--- src/rtl/uart_tx.sv ---
`default_nettype none
// ============================================================================
// Module      : uart_tx
// Description : Byte-FIFO-fed UART transmitter producing 8N1 frames, LSB first.
//               Define UART_TX_PARITY_EN to add an even-parity bit (8E1).
// Revision    : 1.0  initial release
// ============================================================================
module uart_tx #(
    parameter int CLKS_PER_BIT = 234,
    parameter int FIFO_DEPTH   = 4
) (
    input  logic                          clk,
    input  logic                          resetn,
    input  logic                          wr_en,
    input  logic [7:0]                    wr_data,
    output logic                          full,
    output logic                          busy,
    output logic                          overflow,
    output logic [$clog2(FIFO_DEPTH):0]   fifo_count,
    output logic                          TXD
);

    localparam int c_CNT_W = $clog2(CLKS_PER_BIT);
    localparam int c_PTR_W = $clog2(FIFO_DEPTH);
    localparam int c_FC_W  = c_PTR_W + 1;

    localparam logic [c_CNT_W-1:0] c_BAUD_MAX = c_CNT_W'(CLKS_PER_BIT - 1);
    localparam logic [c_FC_W-1:0]  c_FULL     = c_FC_W'(FIFO_DEPTH);

    localparam logic [2:0] c_S_IDLE   = 3'd0;
    localparam logic [2:0] c_S_START  = 3'd1;
    localparam logic [2:0] c_S_DATA   = 3'd2;
    localparam logic [2:0] c_S_STOP   = 3'd3;
`ifdef UART_TX_PARITY_EN
    localparam logic [2:0] c_S_PARITY = 3'd4;
`endif

    logic [7:0]          r_mem [FIFO_DEPTH];
    logic [c_PTR_W-1:0]  r_wr_ptr;
    logic [c_PTR_W-1:0]  r_rd_ptr;
    logic [c_FC_W-1:0]   r_count;
    logic                r_overflow;

    logic [2:0]          r_state;
    logic [2:0]          w_state_next;
    logic [c_CNT_W-1:0]  r_baud;
    logic [2:0]          r_bit_idx;
    logic [7:0]          r_shift;
    logic [7:0]          w_shift_next;
    logic                r_txd;
    logic                w_txd_next;
    logic                w_pop;
    logic                w_push;
    logic                w_empty;
    logic                w_tick;
    logic [7:0]          w_fifo_head;
`ifdef UART_TX_PARITY_EN
    logic                r_parity;
    logic                w_parity_next;
`endif

    assign w_empty     = (r_count == '0);
    assign full        = (r_count == c_FULL);
    assign w_push      = wr_en && !full;
    assign w_tick      = (r_baud == '0);
    assign w_fifo_head = r_mem[r_rd_ptr];

    assign busy        = (r_state != c_S_IDLE) || !w_empty;
    assign overflow    = r_overflow;
    assign fifo_count  = r_count;
    assign TXD         = r_txd;

    // FIFO storage carries no reset; only the pointers define its contents.
    always_ff @(posedge clk) begin
        if (w_push) begin
            r_mem[r_wr_ptr] <= wr_data;
        end
    end

    always_ff @(posedge clk or negedge resetn) begin
        if (!resetn) begin
            r_wr_ptr   <= '0;
            r_rd_ptr   <= '0;
            r_count    <= '0;
            r_overflow <= 1'b0;
        end else begin
            if (w_push) begin
                r_wr_ptr <= r_wr_ptr + c_PTR_W'(1);
            end
            if (w_pop) begin
                r_rd_ptr <= r_rd_ptr + c_PTR_W'(1);
            end
            case ({w_push, w_pop})
                2'b10:   r_count <= r_count + c_FC_W'(1);
                2'b01:   r_count <= r_count - c_FC_W'(1);
                default: r_count <= r_count;
            endcase
            if (wr_en && full) begin
                r_overflow <= 1'b1;
            end
        end
    end

    // State register and serializer datapath.
    always_ff @(posedge clk or negedge resetn) begin
        if (!resetn) begin
            r_state   <= c_S_IDLE;
            r_baud    <= '0;
            r_bit_idx <= '0;
            r_shift   <= '0;
            r_txd     <= 1'b1;
`ifdef UART_TX_PARITY_EN
            r_parity  <= 1'b0;
`endif
        end else begin
            r_state <= w_state_next;
            r_shift <= w_shift_next;
            r_txd   <= w_txd_next;
`ifdef UART_TX_PARITY_EN
            r_parity <= w_parity_next;
`endif
            r_baud  <= (r_state == c_S_IDLE || w_tick) ? c_BAUD_MAX : r_baud - c_CNT_W'(1);
            if (r_state == c_S_START) begin
                r_bit_idx <= '0;
            end else if (r_state == c_S_DATA && w_tick) begin
                r_bit_idx <= r_bit_idx + 3'd1;
            end
        end
    end

    always_comb begin
        w_state_next = r_state;
        w_pop        = 1'b0;
        case (r_state)
            c_S_IDLE: begin
                if (!w_empty) begin
                    w_pop        = 1'b1;
                    w_state_next = c_S_START;
                end
            end
            c_S_START: begin
                if (w_tick) begin
                    w_state_next = c_S_DATA;
                end
            end
            c_S_DATA: begin
                if (w_tick && r_bit_idx == 3'd7) begin
`ifdef UART_TX_PARITY_EN
                    w_state_next = c_S_PARITY;
`else
                    w_state_next = c_S_STOP;
`endif
                end
            end
`ifdef UART_TX_PARITY_EN
            c_S_PARITY: begin
                if (w_tick) begin
                    w_state_next = c_S_STOP;
                end
            end
`endif
            c_S_STOP: begin
                if (w_tick) begin
                    // Chain straight into the next start bit when data is waiting.
                    if (!w_empty) begin
                        w_pop        = 1'b1;
                        w_state_next = c_S_START;
                    end else begin
                        w_state_next = c_S_IDLE;
                    end
                end
            end
            default: w_state_next = c_S_IDLE;
        endcase
    end

    // Output logic looks at next-state values so the registered TXD is aligned.
    always_comb begin
        w_shift_next = r_shift;
        if (w_pop) begin
            w_shift_next = w_fifo_head;
        end else if (r_state == c_S_DATA && w_tick) begin
            w_shift_next = {1'b0, r_shift[7:1]};
        end
`ifdef UART_TX_PARITY_EN
        w_parity_next = w_pop ? ^w_fifo_head : r_parity;
`endif
        case (w_state_next)
            c_S_START:  w_txd_next = 1'b0;
            c_S_DATA:   w_txd_next = w_shift_next[0];
`ifdef UART_TX_PARITY_EN
            c_S_PARITY: w_txd_next = w_parity_next;
`endif
            default:    w_txd_next = 1'b1;
        endcase
    end

endmodule
`default_nettype wire
--- config.mk ---
export PLATFORM = sky130hd
export DESIGN_NAME = uart_tx
export DESIGN_NICKNAME = d
export VERILOG_FILES = /design/src/rtl/uart_tx.sv
export SDC_FILE = /design/constraint.sdc
export NUM_CORES = 1
export LEC_CHECK = 0
export ABC_AREA = 1
export BUFFER_PORTS_ARGS = -buffer_cell sky130_fd_sc_hd__buf_2
export CORE_MARGIN = 3
export CORE_UTILIZATION = 35
export CTS_BUF_LIST = sky130_fd_sc_hd__clkbuf_8
export DETAILED_ROUTE_END_ITERATION = 10
export GPL_TIMING_DRIVEN = 0
export PLACE_DENSITY = 0.61
export SLEW_MARGIN = 20
export SYNTH_ARGS = -nofsm -noshare
export SYNTH_HDL_FRONTEND = slang
export SYNTH_SLANG_ARGS = --single-unit
export TNS_END_PERCENT = 50
--- constraint.sdc ---
create_clock -name clk -period 4.5 [get_ports clk]
set_input_delay 0.675 -clock clk [delete_from_list [all_inputs] [get_ports clk]]
set_output_delay 0.675 -clock clk [all_outputs]
set_load 0.02 [all_outputs]
# After elaboration in Yosys (flattened, before gate mapping)
# Memories as Yosys holds them, arrays and structs flattened.
# Cells that the tools add are included.
dict set report word_totals {
  regBits 31
  wordCells 59
  memories 1
  mem_bits_rw 32
}
# name words width read_ports rd_clocked_by_memory_dff write_ports line
set memory_table {}
lappend memory_table {r_mem 4 8 1 0 1 38} ;# logic [7:0] r_mem [FIFO_DEPTH];
dict set report op_classes {
  eq_ne 9
  reduce_logical 15
  addsub 6
  muxes 18
}
# cell n
set ops {}
lappend ops {{$mux W8} 3}
lappend ops {{$mux W3} 6}
lappend ops {{$pmux W3 S4} 1}
lappend ops {{$eq A3 B2 Y1 const B} 3}
lappend ops {{$logic_not A8 Y1} 1}
lappend ops {{$sub A8 B1 Y8 const B} 1}
lappend ops {{$add A3 B1 Y3 const B} 2}
lappend ops {{$eq A3 B1 Y1 const B} 2}
lappend ops {{$eq A3 B3 Y1 const B} 2}
lappend ops {{$logic_not A3 Y1} 2}
lappend ops {{$pmux W3 S2} 1}
lappend ops {{$reduce_bool A2 Y1} 3}
lappend ops {{$mux W1} 5}
lappend ops {{$add A2 B1 Y2 const B} 2}
lappend ops {{$logic_and A1 B1 Y1} 4}
lappend ops {{$pmux W1 S2} 2}
lappend ops {{$reduce_bool A3 Y1} 1}
lappend ops {{$sub A3 B1 Y3 const B} 1}
lappend ops {{$eq A2 B1 Y1 const B} 1}
lappend ops {{$eq A2 B2 Y1 const B} 1}
lappend ops {{$logic_not A1 Y1} 2}
lappend ops {{$logic_or A1 B1 Y1} 2}

# Logic depth before layout (Yosys ltp)
# Gate-level depths: netlist of run 1.
dict set report logic_depth {
  word_depth 6
  ltp_mapped 14
}

# Worst setup path before layout of run 1
# No wires, ideal clock.
dict set report synth_timing {
  kind {reg2reg}
  start {register r_count[2], in the netlist fifo_count[2]}
  end {register r_count[2], in the netlist fifo_count[2]}
  t_arrival_ps 2312
  slack_ps 2058
  t_required_ps 4369
  path_stages_with_launch 11
  setup_time_ps 131
  period_less_slack_ps 2442
  path_cell_list {dfrtp_1 -> inv_1 -> nor3_1 -> inv_1 -> nand2_2 -> ha_1 -> inv_1 -> fa_1 -> a21oi_1 -> o21ai_0 -> xor2_1}
}
dict set report synth_between {
  word_cells_on_any_way 13
}
# element line
set synth_rtl {}
lappend synth_rtl {{start, declared} 41} ;# logic [c_FC_W-1:0] r_count;
lappend synth_rtl {{start signal, assigned} 94} ;# 2'b10: r_count <= r_count + c_FC_W'(1);
lappend synth_rtl {{start signal, assigned} 95} ;# 2'b01: r_count <= r_count - c_FC_W'(1);
lappend synth_rtl {{start signal, assigned} 96} ;# default: r_count <= r_count;
lappend synth_rtl {{$eq A3 B3 Y1 *} 63} ;# assign full = (r_count == c_FULL);
lappend synth_rtl {{net full} 16} ;# output logic full,
lappend synth_rtl {{$logic_not A1 Y1 *} 64} ;# assign w_push = wr_en && !full;
lappend synth_rtl {{$logic_and A1 B1 Y1 *} 64}
lappend synth_rtl {{$eq A2 B1 Y1 / $eq A2 B2 Y1 (equally long branches)} 93} ;# case ({w_push, w_pop})
lappend synth_rtl {{$pmux W3 S2 / $reduce_bool A2 Y1 (equally long branches)} n/a}
# The timed path passes the listed nets; every way through them passes the cells marked *.
# A chain may end at the register's enable or synchronous reset.

# Worst setup path after layout of run 1
dict set report layout_timing {
  start {register r_baud[0]}
  end {register r_count[2], in the netlist fifo_count[2]}
}
dict set report layout_between {
  elab_chain_len 5
  word_cells_on_any_way 7
}
# element line
set layout_lines {}
lappend layout_lines {{start, declared} 46} ;# logic [c_CNT_W-1:0] r_baud;
lappend layout_lines {{start signal, assigned} 122} ;# r_baud <= (r_state == c_S_IDLE || w_tick) ? c_BAUD_MAX : r_baud - c_CNT_W'(1);
lappend layout_lines {{$logic_not A8 Y1 *} 65} ;# assign w_tick = (r_baud == '0);
lappend layout_lines {{$mux W1 *} 163} ;# if (w_tick) begin
lappend layout_lines {{$pmux W1 S2 *} 134} ;# case (r_state)
lappend layout_lines {{$eq A2 B1 Y1 / $eq A2 B2 Y1 (equally long branches)} 93}
lappend layout_lines {{$pmux W3 S2 / $reduce_bool A2 Y1 (equally long branches)} n/a}
# Every way passes the cells marked *; elsewhere a longest branch is shown, timed or not.

==> impl_metrics.py, run 1 <==
metrics = {
    "sta": {
        "setup_viol": 0,
        "clock_skew_ps": 8.151,
        "fin_tns_setup_ps": 0,
        "fin_ws_ps": 2047,
        "final_max_slew_viol_count": 0,
        "max-slew-margin-rel_pct": 45.48,
        "period_share_pct": 54.51,
        "fmax_ghz": 0.4077,
        "rsz0062_at_grt": "no",
        "tightest_slew_ps": 814.7,
        "hold_violations": 0,
        "min_period_ps": 2453,
    },
    "cts": {
        "cts_sinks": 63,
        "cts_setup_buffers": 0,
        "clk_pin_slew_worst_paths_ps": 70,
        "clockBufferDepth": 2,
        "clock_latency_ps": 340,
        "postCtsHoldBufs": 0,
        "cts-root-buf": "clkbuf_8",
        "cts_tree": "built",
        "cts_made_buffers": 9,
        "ctsResizeCount": 0,
        "htreeDepth": 3,
    },
    "route": {
        "drt_first_iter_violations": 87,
        "firstDrtPassIters": 4,
        "drt-wirelength-per-cell_um": 12.74,
        "drt-vias-per-instance": 4.640,
        "vias": 1958,
        "drc": 0,
        "totalWireLength_um": 5376,
        "drt.antenna.violating_nets": 0,
    },
    "floorplan": {
        "start_util_pct": 37.04,
        "ios": 18,
        "fp-row-count": 32,
        "die_area_um2": 9525,
        "core-area_um2": 7928,
        "die_h_um": 97.60,
        "dieWidth_um": 97.60,
    },
    "synthesis": {
        "yosys_warnings": 0,
        "ys_ff_latch": 63,
        "synth_cells": 287,
        "ys_types": 34,
        "synth_nets": 307,
        "ys_seq_area_share_pct": 59.18,
        "syn_area_um2": 2937,
        "avgSynthCellArea_um2": 10.23,
    },
    "cells_and_area": {
        "instances_no_fill": 422,
        "antenna_cells": 0,
        "drive_gt1_share_pct": 20.94,
        "syn_to_final_growth_pct": 14.27,
        "fin_util_pct": 42.33,
        "fill_cells": 796,
        "layout.nets": 335,
    },
    "worst_setup_path": {
        "worstReg2RegEnd": "fifo_count[2]$_DFFE_PN0P_",
        "crit_path_end_kind": "register",
        "critical_path.max_stage_delay_ps": 390,
        "r2r_slack_ps": 2050,
        "critPathLaunchType": "register",
        "rr_startpoint": "r_baud[0]$_DFF_PN0_",
        "worstPathCellList": "inv_1 > ha_1 > nand2_2 > nor2_4 > nand2_2 > nand2_4 > nand2_8 > inv_8 > ha_1 > inv_1 > fa_1 > a21oi_1 > o21ai_0 > xor2_1",
        "criticalPathCategory": "register to register",
        "arrival_ps": 2670,
        "cp_slowest_cell": "dfrtp_1",
        "crit_required_ps": 4720,
        "critical_path.max_fanout": 10,
        "rr_worst_depth": 14,
    },
    "global_route": {
        "grt_pass1_wl_um": 9597,
        "antenna_found_initial": 0,
        "grt_use_total_pct": 12.91,
        "grt_pass1_vias": 1998,
        "grt_max_degree": 32,
        "grt-ovfl-total": 0,
    },
    "min_path": {
        "hold_path.class": "input port to async pin",
    },
    "run": {
        "drv_cap": 0,
    },
    "power_and_ir_drop": {
        "finalPower_mw": 1.979,
        "power_leakage_nw": 1.444,
        "ir_drop_mv": 0.2672,
        "p_per_area_nw_per_um2": 589.7,
    },
    "placement": {
        "placement.setup.worst_slack_ps": 2041,
        "dp.cells": 406,
        "gp_congestion": 0.7965,
        "hpwl_um": 3755,
        "place.port_buffers": 17,
    },
    "outcome": {
        "status": "completed",
    },
}
## worst max path at each step
stage / from / cells after the start / slack (ps) / end
finish: r_baud[0]$_DFF_PN0_ / 14 / 2050 / fifo_count[2]$_DFFE_PN0P_
global route: r_baud[0]$_DFF_PN0_ / 14 / 1810 / fifo_count[2]$_DFFE_PN0P_
CTS: r_baud[0]$_DFF_PN0_ / 14 / 2020 / fifo_count[2]$_DFFE_PN0P_
detailed placement: r_baud[0]$_DFF_PN0_ / 14 / 2040 / fifo_count[2]$_DFFE_PN0P_
global placement: r_baud[0]$_DFF_PN0_ / 14 / 2080 / fifo_count[2]$_DFFE_PN0P_
floorplan: fifo_count[2]$_DFFE_PN0P_ / 10 / 2060 / fifo_count[2]$_DFFE_PN0P_
## where the power goes
group          internal (mW)  total (mW)  switching (mW)
clock network          0.304       0.515           0.211
logic                  0.204       0.609           0.406
registers              0.771       0.855          0.0832
total                   1.28        1.98           0.700
## flip-flops by register name, indices dropped and copies added (netlist names)
register	flops
overflow	1
r_shift	8
TXD	1
r_bit_idx	3
r_state	3
r_wr_ptr	2
r_rd_ptr	2
r_mem	32
fifo_count	3
r_baud	8
## area by class of cell
class,count,area (um^2),share of cell area (%)
inverters,38,150.1,4.474
plain buffers,5,32.53,0.9694
well taps,102,127.6,3.803
multi-input cells,181,1016,30.28
repair buffers,17,85.08,2.535
flip-flops and latches,63,1738,51.79
clock inverters,7,82.58,2.461
clock buffers,9,123.9,3.691
## per-stage QoR
stage               hold WS, ps  cell area [um^2]
floorplan                 379.4              2937
global placement          433.4              3149
detailed placement        446.6              3149
CTS                       396.3              3356
global route              428.1              3356
finish                    380.1              3356
## per-layer routing
layer	routed length (um)	up-vias	global-route usage (%)
met3	173	11	3.948
met5	0	-	0
met4	110	0	6.283
li1	-	994	-
met2	2644	30	20.40
met1	2447	923	16.06
## Yosys cell counts, drive strengths merged
| master | instances | share of area, % |
|---|---|---|
| conb | 1 | 0.13 |
| dfstp | 1 | 0.89 |
| nor2 | 38 | 6.1 |
| a21oi | 11 | 1.9 |
| clkbuf | 1 | 0.13 |
| a21o | 1 | 0.26 |
| buf | 4 | 0.98 |
| dfrtp | 30 | 26 |
| ha | 8 | 3.4 |
| nor3 | 2 | 0.34 |
| xor2 | 6 | 1.8 |
| o21ai | 21 | 3.6 |
| nand3 | 28 | 5.3 |
| o31ai | 1 | 0.26 |
| fa | 1 | 0.68 |
| inv | 37 | 5.0 |
| o22ai | 1 | 0.21 |
| nand4 | 1 | 0.21 |
| edfxtp | 32 | 33 |
| o211ai | 3 | 0.77 |
| xnor2 | 1 | 0.30 |
| clkinv | 1 | 0.13 |
| nand2 | 57 | 9.4 |
## kinds of logic (layout without fill, tap and decap cells)
logic type                 after synthesis  in the layout  synth area share, %
adders and majority gates                9              9                4.090
buffers and inverters                   43             76                6.221
and+or+nand+nor                        126            126                21.35
AOI/OAI and AO/OA                       38             38                6.945
xor gates and xnor gates                 7              7                2.088
other                                    1              1               0.1277
DFF                                     63             63                59.18
## layout by cell type (no fill, tap or decap), drive strengths merged
cell type  synthesis  layout
o21ai             21      21
nor3               2       2
clkinvlp           0       1
inv               37      39
a21o               1       1
xnor2              1       1
clkbuf             1      10
a21oi             11      11
buf                4      21
o22ai              1       1
bufinv             0       2
xor2               6       6
nand3             28      28
o211ai             3       3
ha                 8       8
o31ai              1       1
nand4              1       1
edfxtp            32      32
dfstp              1       1
nand2             57      57
fa                 1       1
clkinv             1       3
nor2              38      38
dfrtp             30      30
conb               1       1
## critical path: cells and delay by family, from the launching register on
| kind | cells | cell delay [ps] |
|---|---|---|
| AND/OR/NAND/NOR | 5 | 560 |
| XOR/XNOR | 1 | 150 |
| adder cells (fa/ha/maj) | 3 | 750 |
| buffers and inverters | 3 | 230 |
| AO/OA/AOI/OAI | 2 | 250 |
| flip-flops | 1 | 390 |
(Power assumes the default switching activity.)
==> run 2, diff against run 1 <==
Clock period 4.5 ns to 2.3 ns, I/O delays scaled along.
==> run 2 against run 1 <==
  * Core utilization is 0.55 points higher
  * Largest power group unchanged
  * Largest cell class unchanged
  * Critical endpoint unchanged
  * Critical path type unchanged
  * Sequential power is 96% higher
  * Register-to-register slack worse by 1900 ps
==> impl_metrics.py, run 2 (synthesized netlist as in run 1, its figures left out) <==
metrics = {
    "cells_and_area": {
        "fin_util_pct": 42.88,
        "layout_commonest_cell": "nand2_1",
        "largest_reg_flops": 32,
        "multi_input_comb_area_um2": 1036,
        "regMostFlops": "r_mem",
        "syn_to_final_growth_pct": 15.76,
        "antenna_cells": 0,
        "drive_gt1_share_pct": 25.00,
        "layout.nets": 343,
        "fill_cells": 785,
        "regArea_um2": 1738,
        "layout_common_cells": "nand2_1, edfxtp_1, dfrtp_1",
        "reg_top3": "r_mem x32, r_baud x8, r_shift x8",
    },
    "worst_setup_path": {
        "worstPathCellList": "inv_2 > ha_4 > nand2_2 > nor2_4 > nand2_2 > nand2_4 > nand2_8 > clkinv_8 > ha_1 > inv_1 > fa_2 > a21oi_1 > o21ai_1 > xor2_1",
        "cp_slowest_cell": "dfrtp_1",
        "rr_worst_depth": 14,
        "critPathLaunchType": "register",
        "crit_path_end_kind": "register",
        "criticalPathCategory": "register to register",
        "crit_required_ps": 2520,
        "rr_startpoint": "r_baud[1]$_DFF_PN0_",
        "arrival_ps": 2390,
        "worstReg2RegEnd": "fifo_count[2]$_DFFE_PN0P_",
        "r2r_slack_ps": 130,
        "critical_path.max_fanout": 10,
        "critical_path.max_stage_delay_ps": 390,
        "cpMostUsedCell": "nand2_2",
    },
    "route": {
        "drt-wirelength-per-cell_um": 12.94,
        "firstDrtPassIters": 4,
        "drt-vias-per-instance": 4.667,
        "vias": 2007,
        "totalWireLength_um": 5564,
        "drt_first_iter_violations": 98,
        "drt.antenna.violating_nets": 0,
        "drc": 0,
    },
    "floorplan": {
        "fp-row-count": 32,
        "start_util_pct": 37.04,
        "dieWidth_um": 97.60,
        "die_area_um2": 9525,
        "die_h_um": 97.60,
        "ios": 18,
        "core-area_um2": 7928,
    },
    "sta": {
        "min_period_ps": 2173,
        "setup_viol": 0,
        "hold_ws_ps": 53.28,
        "max-slew-margin-rel_pct": 40.48,
        "hold_violations": 0,
        "clock_skew_ps": 6.576,
        "fmax_ghz": 0.4602,
        "tightest_slew_ps": 889.6,
        "fin_tns_setup_ps": 0,
        "fin_ws_ps": 127.1,
        "period_share_pct": 94.47,
        "final_max_slew_viol_count": 0,
        "rsz0062_at_grt": "no",
    },
    "cts": {
        "clk_pin_slew_worst_paths_ps": 70,
        "postCtsHoldBufs": 0,
        "cts_made_buffers": 9,
        "clock_latency_ps": 340,
        "cts_tree": "built",
        "cts-root-buf": "clkbuf_8",
        "cts_sinks": 63,
        "htreeDepth": 3,
        "clockBufferDepth": 2,
    },
    "placement": {
        "place.port_buffers": 17,
        "hpwl_um": 3755,
        "placement.setup.worst_slack_ps": -183.2,
        "gp_congestion": 0.8218,
    },
    "power_and_ir_drop": {
        "finalPower_mw": 3.805,
        "ir_drop_mv": 0.5226,
        "power_leakage_nw": 1.459,
        "p_per_area_nw_per_um2": 1119,
    },
    "global_route": {
        "antenna_found_initial": 0,
        "grt_use_total_pct": 12.60,
        "grt_pass1_wl_um": 9397,
        "grt-ovfl-total": 0,
        "grt_max_degree": 32,
        "grt_pass1_vias": 1936,
    },
    "outcome": {
        "status": "completed",
    },
    "run": {
        "drv_cap": 0,
    },
    "min_path": {
        "hold_path.class": "input port to async pin",
    },
}
[run 2: changes by cell type in the layout (fill, tap and decap cells not counted), moves of 2 or more]
cell,previous run,this run
clkinv_2,0,2
bufinv_16,2,0
inv_2,7,9
buf_4,1,9
inv_1,31,28
[run 2: per-layer routing]
metal	vias up	share of wire, %	wire (um)	GRT usage, %
li1	1013	-	-	-
met1	961	45	2499	15.12
met2	29	51	2813	21.09
met3	4	3.6	202	4.666
met4	0	0.86	48	3.834
met5	-	0	0	0
[run 2: layout make-up]
class / instances / area share [%]
Buffer: 5 / 0.9569
Clock buffer: 9 / 3.644
Clock inverter: 7 / 1.215
Inverter: 38 / 4.564
Multi-Input combinational cell: 181 / 30.47
Sequential cell: 63 / 51.12
Tap cell: 102 / 3.754
Timing Repair Buffer: 25 / 4.269
[run 2: worst max-delay path by stage]
stage	startpoint	end	cells after the start
3_5_place_dp	r_baud[0]$_DFF_PN0_	fifo_count[2]$_DFFE_PN0P_	14
5_1_grt	r_baud[1]$_DFF_PN0_	fifo_count[2]$_DFFE_PN0P_	14
3_3_place_gp	r_baud[0]$_DFF_PN0_	fifo_count[2]$_DFFE_PN0P_	14
2_1_floorplan	r_baud[0]$_DFF_PN0_	fifo_count[2]$_DFFE_PN0P_	14
6_report	r_baud[1]$_DFF_PN0_	fifo_count[2]$_DFFE_PN0P_	14
4_1_cts	r_baud[0]$_DFF_PN0_	fifo_count[2]$_DFFE_PN0P_	14
[run 2: through the flow]
stage / area [um^2] / cells
2_1_floorplan: 2942 / 287
3_3_place_gp: 3154 / 406
3_5_place_dp: 3154 / 406
4_1_cts: 3354 / 425
5_1_grt: 3400 / 430
6_report: 3400 / 430
[run 2: timing repair]
item,in CTS,in global routing
buffers inserted,3,5
pin swaps,2,3
resized for setup,5,2
gates cloned,0,0
setup endpoints to repair,1,1
[run 2: worst max-delay path: cells and delay by family, from the launching register on]
kind / cells / cell delay [ps]
buffers and inverters: 3 / 230
XOR/XNOR: 1 / 140
AO/OA/AOI/OAI: 2 / 220
flip-flops: 1 / 390
AND/OR/NAND/NOR: 5 / 450
adder cells (fa/ha/maj): 3 / 620
[run 2: power breakdown]
group	internal (mW)	leakage, nW	switching [mW]	total [mW]
registers	1.51	0.662	0.170	1.68
clock network	0.380	0.0838	0.424	0.804
logic	0.479	0.714	0.843	1.32
total	2.37	1.46	1.44	3.81
